$ cat config.mk
export PLATFORM = sky130hd
export DESIGN_NAME = if_stage_flat
export DESIGN_NICKNAME = d
export VERILOG_FILES = /design/src/rtl/if_stage_pkg.sv /design/src/rtl/if_stage_if.sv /design/src/rtl/inst_classify.sv /design/src/rtl/if_stage.sv /design/src/flat_wrapper.sv
export SDC_FILE = /design/constraint.sdc
export NUM_CORES = 1
export LEC_CHECK = 0
export CAP_MARGIN = 20
export CORE_MARGIN = 1.5
export CORE_UTILIZATION = 40
export CTS_BUF_LIST = sky130_fd_sc_hd__clkbuf_8
export DETAILED_ROUTE_END_ITERATION = 7
export PLACE_DENSITY = 0.74
export SKIP_CTS_REPAIR_TIMING = 1
export SLEW_MARGIN = 20
export SYNTH_ARGS = -nofsm -noshare
export SYNTH_HDL_FRONTEND = slang
export SYNTH_SLANG_ARGS = --single-unit
$ cat constraint.sdc
create_clock -name clk -period 14.4 [get_ports clk]
set_input_delay 3.6 -clock clk [delete_from_list [all_inputs] [get_ports clk]]
set_output_delay 3.6 -clock clk [all_outputs]
set_load 0.05 [all_outputs]
$ cat src/rtl/if_stage_pkg.sv
// Shared fetch/decode definitions: instruction classes, opcodes,
// fetch FSM states and the IF->ID bundle.
package if_stage_pkg;

    typedef enum logic [3:0] {
        INST_TYPE_NONE   = 4'd0,
        INST_TYPE_ALU    = 4'd1,
        INST_TYPE_IMM    = 4'd2,
        INST_TYPE_LOAD   = 4'd3,
        INST_TYPE_STORE  = 4'd4,
        INST_TYPE_BRANCH = 4'd5,
        INST_TYPE_JUMP   = 4'd6
    } inst_type_e;

    localparam logic [5:0] OP_ALU = 6'd0;
    localparam logic [5:0] OP_J   = 6'd2;
    localparam logic [5:0] OP_JAL = 6'd3;
    localparam logic [5:0] OP_BEQ = 6'd4;
    localparam logic [5:0] OP_BNE = 6'd5;
    localparam logic [5:0] OP_LW  = 6'd35;
    localparam logic [5:0] OP_SW  = 6'd43;
    // opcodes 8..15 share this upper field
    localparam logic [2:0] OP_IMM_HI = 3'b001;

    typedef enum logic {
        S_FETCH,
        S_SQUASH
    } fetch_state_e;

    typedef struct packed {
        logic [31:0] inst;
        logic [31:0] pc4;
        inst_type_e  itype;
        logic [3:0]  num;
        logic        valid;
    } if_id_t;

endpackage

$ cat src/rtl/if_stage_if.sv
// Instruction-memory request/response bus between IF and imem.
// A request completes on the cycle where req and ready are both high.
interface if_stage_if;
    logic        imem_req;
    logic [31:0] imem_addr;
    logic        imem_ready;
    logic [31:0] imem_rdata;

    modport master (
        output imem_req,
        output imem_addr,
        input  imem_ready,
        input  imem_rdata
    );

    modport slave (
        input  imem_req,
        input  imem_addr,
        output imem_ready,
        output imem_rdata
    );
endinterface

$ cat src/rtl/inst_classify.sv
// Combinational opcode-class decoder, shared by IF and ID.
// Maps the 6-bit major opcode onto an inst_type_e class.
module inst_classify
    import if_stage_pkg::*;
(
    input  logic [5:0] op,
    output inst_type_e itype
);

    always_comb begin
        itype = INST_TYPE_NONE;
        unique case (1'b1)
            (op == OP_ALU):               itype = INST_TYPE_ALU;
            (op[5:3] == OP_IMM_HI):       itype = INST_TYPE_IMM;
            (op == OP_LW):                itype = INST_TYPE_LOAD;
            (op == OP_SW):                itype = INST_TYPE_STORE;
            (op == OP_BEQ || op == OP_BNE): itype = INST_TYPE_BRANCH;
            (op == OP_J || op == OP_JAL): itype = INST_TYPE_JUMP;
            default:                      itype = INST_TYPE_NONE;
        endcase
    end

endmodule

$ cat src/rtl/if_stage.sv
// Instruction fetch stage: pc, one-entry buffer toward ID, and a
// FETCH/SQUASH FSM that drains a request orphaned by a redirect.
module if_stage
    import if_stage_pkg::*;
#(
    parameter logic [31:0] RESET_PC = 32'h0000_0000
) (
    input  logic        clk,
    input  logic        rst,
    input  logic        id_stall,
    input  logic        id_redirect,
    input  logic [31:0] id_new_pc,
    if_stage_if.master  imem,
    output logic [31:0] if_inst,
    output logic [31:0] if_pc4,
    output logic [3:0]  IF_ins_type,
    output logic [3:0]  IF_ins_number
);

    fetch_state_e state, state_nx;
    logic [31:0]  pc;
    logic [31:0]  sq_addr;
    logic         pend;
    logic [3:0]   seq;
    if_id_t       fb;

    logic         req;
    logic [31:0]  addr;
    logic         accept;
    logic         fire;
    logic         capture;
    inst_type_e   rd_type;

    inst_classify u_classify (
        .op    (imem.imem_rdata[31:26]),
        .itype (rd_type)
    );

    assign accept = fb.valid & ~id_stall;

    // pend keeps an issued request alive until ready, whatever ID does
    always_comb begin
        state_nx = state;
        req      = 1'b0;
        addr     = pc;
        unique case (state)
            S_FETCH: begin
                req = pend |
                      ((~fb.valid | accept) & ~id_redirect);
                if (id_redirect & req & ~imem.imem_ready)
                    state_nx = S_SQUASH;
            end
            S_SQUASH: begin
                req  = 1'b1;
                addr = sq_addr;
                if (imem.imem_ready)
                    state_nx = S_FETCH;
            end
            default: state_nx = S_FETCH;
        endcase
        if (rst)
            req = 1'b0;
    end

    assign imem.imem_req  = req;
    assign imem.imem_addr = addr;

    assign fire    = req & imem.imem_ready;
    assign capture = fire & (state == S_FETCH) & ~id_redirect;

    always_ff @(posedge clk or posedge rst) begin
        if (rst) begin
            state   <= S_FETCH;
            pc      <= RESET_PC;
            sq_addr <= RESET_PC;
            pend    <= 1'b0;
            seq     <= 4'd0;
            fb      <= '0;
        end else begin
            state <= state_nx;
            pend  <= req & ~imem.imem_ready;
            if (state == S_FETCH && state_nx == S_SQUASH)
                sq_addr <= pc;
            if (id_redirect)
                pc <= id_new_pc;
            else if (capture)
                pc <= pc + 32'd4;
            if (capture)
                seq <= seq + 4'd1;
            if (capture)
                fb <= '{inst:  imem.imem_rdata,
                        pc4:   pc + 32'd4,
                        itype: rd_type,
                        num:   seq,
                        valid: 1'b1};
            else if (id_redirect | accept)
                fb <= '0;
        end
    end

    assign if_inst       = fb.inst;
    assign if_pc4        = fb.pc4;
    assign IF_ins_type   = fb.itype;
    assign IF_ins_number = fb.num;

endmodule

$ cat src/flat_wrapper.sv
// flat-port wrapper written by rule: the top's interface ports become plain ports
module if_stage_flat import if_stage_pkg::*;
#(
    parameter logic [31:0] RESET_PC = 32'h0000_0000
)
  (clk, rst, id_stall, id_redirect, id_new_pc, if_inst, if_pc4, IF_ins_type, IF_ins_number, imem_imem_req, imem_imem_addr, imem_imem_ready, imem_imem_rdata);
  if_stage_if imem_i ();
  input  logic clk;
  input  logic rst;
  input  logic id_stall;
  input  logic id_redirect;
  input  logic [31:0] id_new_pc;
  output logic [31:0] if_inst;
  output logic [31:0] if_pc4;
  output logic [3:0] IF_ins_type;
  output logic [3:0] IF_ins_number;
  output wire logic [$bits(imem_i.imem_req)-1:0] imem_imem_req;
  output wire logic [$bits(imem_i.imem_addr)-1:0] imem_imem_addr;
  input wire logic [$bits(imem_i.imem_ready)-1:0] imem_imem_ready;
  input wire logic [$bits(imem_i.imem_rdata)-1:0] imem_imem_rdata;
  assign imem_imem_req = imem_i.imem_req;
  assign imem_imem_addr = imem_i.imem_addr;
  assign imem_i.imem_ready = imem_imem_ready;
  assign imem_i.imem_rdata = imem_imem_rdata;
  if_stage #(.RESET_PC(RESET_PC)) u_core (.clk(clk), .rst(rst), .id_stall(id_stall), .id_redirect(id_redirect), .id_new_pc(id_new_pc), .imem(imem_i), .if_inst(if_inst), .if_pc4(if_pc4), .IF_ins_type(IF_ins_type), .IF_ins_number(IF_ins_number));
endmodule
Word-level counts from Yosys, hierarchy flattened --
Index checks and enable logic that the tools add are counted.
Operators by class: $add $sub $neg 2, eq/ne operators 7, mux-type cells 11, bitwise gates (word level) 16, reduce and logical (&&, ||, !) cells 6
Operators with widths (number):
- $mux W73 | 2
- $mux W32 | 3
- $add A32 B3 Y32 const B | 1
- $pmux W3 S6 | 1
- $eq A6 B2 Y1 const B | 2
- $eq A6 B3 Y1 const B | 2
- $eq A6 B6 Y1 const B | 2
- $and A1 B1 Y1 | 8
- $logic_not A6 Y1 | 1
- $not A1 Y1 | 5
- $add A4 B1 Y4 const B | 1
- $pmux W1 S2 | 2
- $reduce_bool A2 Y1 | 2
- $eq A3 B1 Y1 const B | 1
- $mux W1 | 3
- $or A1 B1 Y1 | 3
- $logic_or A1 B1 Y1 | 2
- $logic_and A1 B1 Y1 | 1
Storage, ports and cells: flip-flop bits (word level) 143, input port bits 69

Logic depth before layout (Yosys ltp) --
depth in word-level cells 12, depth in mapped cells 7, mapped depth without buffers 6

Hierarchy --
Synthesis repeated with hierarchy kept, for this count alone.
Unflattened totals: cell total of the unflattened synthesis 691, area total of the unflattened synthesis 7283.2 µm²
Modules (own cells, without submodules):
- if_stage | times used 1, cells each 676, area each 7181.9 µm², seq. area each 3578.4 µm²
- inst_classify | times used 1, cells each 15, area each 101.3 µm², seq. area each 0.0 µm²

Least setup slack after synthesis --
OpenSTA, ideal clock, no wires.
path type in2out, start point in id_stall, end point out imem_imem_req, data arrival time 4.539 ns, required time 10.800 ns, setup slack 6.261 ns, stages on the path 3, path through a21oi_1 nor3_1 nor2_1
On the way: word-level cells in the longest chain between the ends 7
Ends and longest elaborated chain:
- start, declared | line flat_wrapper.sv:10 | input logic id_stall;
- $not A1 Y1 | line if_stage.sv:39 | assign accept = fb.valid & ~id_stall;
- $and A1 B1 Y1 | line if_stage.sv:39
- $or A1 B1 Y1 | line if_stage.sv:49 | ((~fb.valid | accept) & ~id_redirect);
- $and A1 B1 Y1 | line if_stage.sv:49
- $or A1 B1 Y1 | line if_stage.sv:48 | req = pend |
- $pmux W1 S2 | line if_stage.sv:46 | unique case (state)
- $mux W1 | line if_stage.sv:61 | if (rst)
- end, declared | line flat_wrapper.sv:17 | output wire logic [$bits(imem_i.imem_req)-1:0] imem_imem_req;
Every way passes these cells.

Worst setup path in the final report --
start point in id_redirect, end point out imem_imem_req
On the way: word-level cells in the longest chain between the ends 5
Ends and longest elaborated chain:
- start, declared | line flat_wrapper.sv:11 | input logic id_redirect;
- $not A1 Y1 | line if_stage.sv:49
- $and A1 B1 Y1 | line if_stage.sv:49
- $or A1 B1 Y1 | line if_stage.sv:48
- $pmux W1 S2 | line if_stage.sv:46
- $mux W1 | line if_stage.sv:61
Every way passes these cells.

==> results.json <==
{
  "status": "complete, no violations",
  "drc": 0,
  "route.met3.wl_mm": 1.435,
  "comb_power_share": 0.218,
  "final_cell_mix": "171 x clkdlybuf4s50_1, 142 x dfrtp_1, 84 x nand2_1",
  "placed_area_um2": 8556,
  "crit_path_start": "id_redirect",
  "firstDrtPassIters": 4,
  "grt_antenna_before_repair": 0,
  "synthCells": 684,
  "rows": 49,
  "num_vias": 5143,
  "r2r-end": "u_core.if_inst[12]$_DFFE_PP0P_",
  "tightest_slew_ps": 940.7,
  "post_drt_wl_per_cell_um": 17.34,
  "cts_num_sinks": 142,
  "final_common_cell": "clkdlybuf4s50_1",
  "worst_r2r_path_depth": 7,
  "setup_viol": 0,
  "clkPwrFrac": 0.323,
  "worstSetupStartpointType": "input port",
  "viasPerCell": 5.148,
  "leakagePower_nw": 3.668,
  "numCtsBuffers": 17,
  "synth_area_leader_cell": "dfrtp_1",
  "setup_tns_ps": 0,
  "dieArea_um2": 18920,
  "nets": 828,
  "cp.arrival_ps": 5400,
  "crit_end": "imem_imem_req",
  "timing.rr.start": "u_core.state$_DFF_PP0_",
  "syn_area_um2": 7243,
  "cts_max_path_buffers": 2,
  "area_growth_pct": 24.17,
  "fmax_mhz": 111.1,
  "cap_violations": 0,
  "preCtsSetupSlack_ps": 5405,
  "fin_ws_ps": 5399,
  "globalplace.congestion": 0.8097,
  "p_sw_w": 0.0003271,
  "seqPwrFrac": 0.459,
  "slowest_stage": "clkdlybuf4s50_1",
  "whs_ps": 479.6,
  "die_w_um": 137.6,
  "power.density_nw_per_um2": 119.5,
  "wl_mm": 17.33,
  "min_from": "u_core.seq[3]$_DFFE_PP0P_",
  "regArea_um2": 3553,
  "vdd_ir_drop_max_uv": 65.64,
  "path_cells": "buf_2 > buf_4 > a21oi_1 > nor3_1 > nor2_1 > clkdlybuf4s50_1",
  "die_height_um": 137.6,
  "num_io_pins": 174,
  "hold_class": "flop to flop",
  "critPathCaptureType": "output port",
  "top_layer_used": "met4",
  "ys_seq_area_frac": 0.4906,
  "grt_overflow": 0,
  "critPathMaxFanout": 66,
  "final_cell_area_um2": 8994,
  "syn_nets": 755,
  "grt_pass1_wl_mm": 26.88,
  "hpwl_mm": 11.74,
  "tritoncts": "yes",
  "slew_viol_final": 0,
  "finalClockSkew_ps": 15.41,
  "drt_iter0_drc": 210,
  "root_buffer": "clkbuf_8",
  "synth_seq_cells": 142,
  "synth_warnings": 0,
  "htree_levels": 4,
  "dr_wl_met2_mm": 8.042,
  "synth.avg_cell_area_um2": 10.59,
  "finalCriticalPeriod_ps": 9001,
  "reg2reg_setup_slack_ps": 10650,
  "grt_pass1_vias": 5054,
  "sw_frac_of_total": 0.3044,
  "slew-limit-headroom": 0.3729,
  "grt_start_max_net_pins": 75,
  "met1_length_mm": 7.705,
  "drtAntennaViolNets": 0,
  "worstSetupPathType": "input port to output port",
  "ys_types": 44,
  "netlist_top_cells_area": "dfrtp_1 49%, mux2_2 9.9%, buf_4 7.5%",
  "diodes": 0,
  "clk_latency_ps": 450,
  "hold_violations": 0,
  "layout-drive-gt1-share": 0.1545,
  "critPathMaxStageDelay_ps": 700,
  "initial_utilization": 0.4060,
  "p_int_w": 0.0007475,
  "io_buffers": 172,
  "globalRouteTotalUtil": 0.1870,
  "fill_cells": 1611,
  "synth_top_cell_area_share": 0.4906,
  "cp.required_ps": 10800,
  "p_total_w": 0.001075,
  "coreArea_um2": 17840,
  "clk_pin_slew_worst_paths_ps": 70,
  "fin_crit_sh": 0.6251,
  "rsz0062_at_grt": "no",
  "multi_input_area_um2": 2908
}
through the flow:
step	util	std cells
after floorplan	-	684
after global placement	0.4796	967
after detailed placement	0.4796	967
after CTS	0.5041	999
after global routing	0.5041	999
final	0.5041	999
worst min path at each step:
stage                                        endpoint  cells after the start
floorplan           u_core.IF_ins_type[0]$_DFFE_PP0P_                      2
finish                      u_core.seq[3]$_DFFE_PP0P_                      1
global placement    u_core.IF_ins_type[0]$_DFFE_PP0P_                      2
global route                u_core.seq[3]$_DFFE_PP0P_                      1
detailed placement          u_core.seq[3]$_DFFE_PP0P_                      1
CTS                         u_core.seq[3]$_DFFE_PP0P_                      1
power by group through the flow:
| stage | clock network (W) | registers (W) | logic (W) |
|---|---|---|---|
| after floorplan | 0 | 0.000480 | 0.000190 |
| after global placement | 0 | 0.000497 | 0.000233 |
| after detailed placement | 0 | 0.000501 | 0.000236 |
| after CTS | 0.000355 | 0.000493 | 0.000237 |
| after global routing | 0.000373 | 0.000501 | 0.000250 |
| final | 0.000347 | 0.000494 | 0.000234 |
synth_stat cells, drive strengths merged:
| cell type | instances |
|---|---|
| mux2i | 1 |
| a211oi | 1 |
| dfrtp | 142 |
| inv | 5 |
| or4 | 1 |
| a41oi | 1 |
| nor3 | 11 |
| a21oi | 3 |
| o31ai | 2 |
| nand3 | 18 |
| nor2b | 2 |
| and3 | 2 |
| o41ai | 1 |
| o221ai | 1 |
| nand2 | 84 |
| nor2 | 16 |
| xnor2 | 29 |
| nand4 | 19 |
| o21a | 1 |
| conb | 1 |
| a31oi | 1 |
| mux2 | 66 |
| buf | 93 |
| a22o | 38 |
| nor3b | 1 |
| nor4 | 6 |
| xor2 | 31 |
| and2 | 3 |
| nand2b | 1 |
| clkbuf | 34 |
| ha | 2 |
| or3 | 1 |
| and4 | 4 |
| o21ai | 62 |
flip-flops by register name (all words and copies together) (netlist names):
register              flops
u_core.IF_ins_type        3
u_core.pc                32
u_core.fb                 1
u_core.seq                4
u_core.IF_ins_number      4
u_core.if_inst           32
u_core.sq_addr           32
u_core.pend               1
u_core.state              1
u_core.if_pc4            32
kinds of logic after synthesis:
| family | Yosys count | share of synthesized area |
|---|---|---|
| other cells | 1 | 0.0005177 |
| buf+inv | 132 | 0.1097 |
| xor+xnor | 60 | 0.07255 |
| compound gates | 111 | 0.1000 |
| simple gates | 169 | 0.1192 |
| fa+ha+maj | 2 | 0.003454 |
| flops | 142 | 0.4906 |
| mux | 67 | 0.1040 |
area by class of cell:
class                      count  share of cell area
multi-input combinational    410              0.3233
timing repair buffer         181              0.1984
sequential                   142              0.3951
tap                          229             0.03186
clock inverter                10             0.01503
inverter                       5            0.002643
clock buffer                  22             0.03367
layer usage:
layer  global-route usage  up-vias
li1                     -     2424
met1               0.2501     2537
met2               0.2936      172
met3              0.05556       10
met4              0.05380        0
met5                    0        -
worst max-delay path, delay by kind of cell:
family | cells | cell delay (ps)
compound gates | 1 | 150
buf+inv | 3 | 1300
simple gates | 2 | 330
Note: power is estimated with default switching activity, not from simulation.
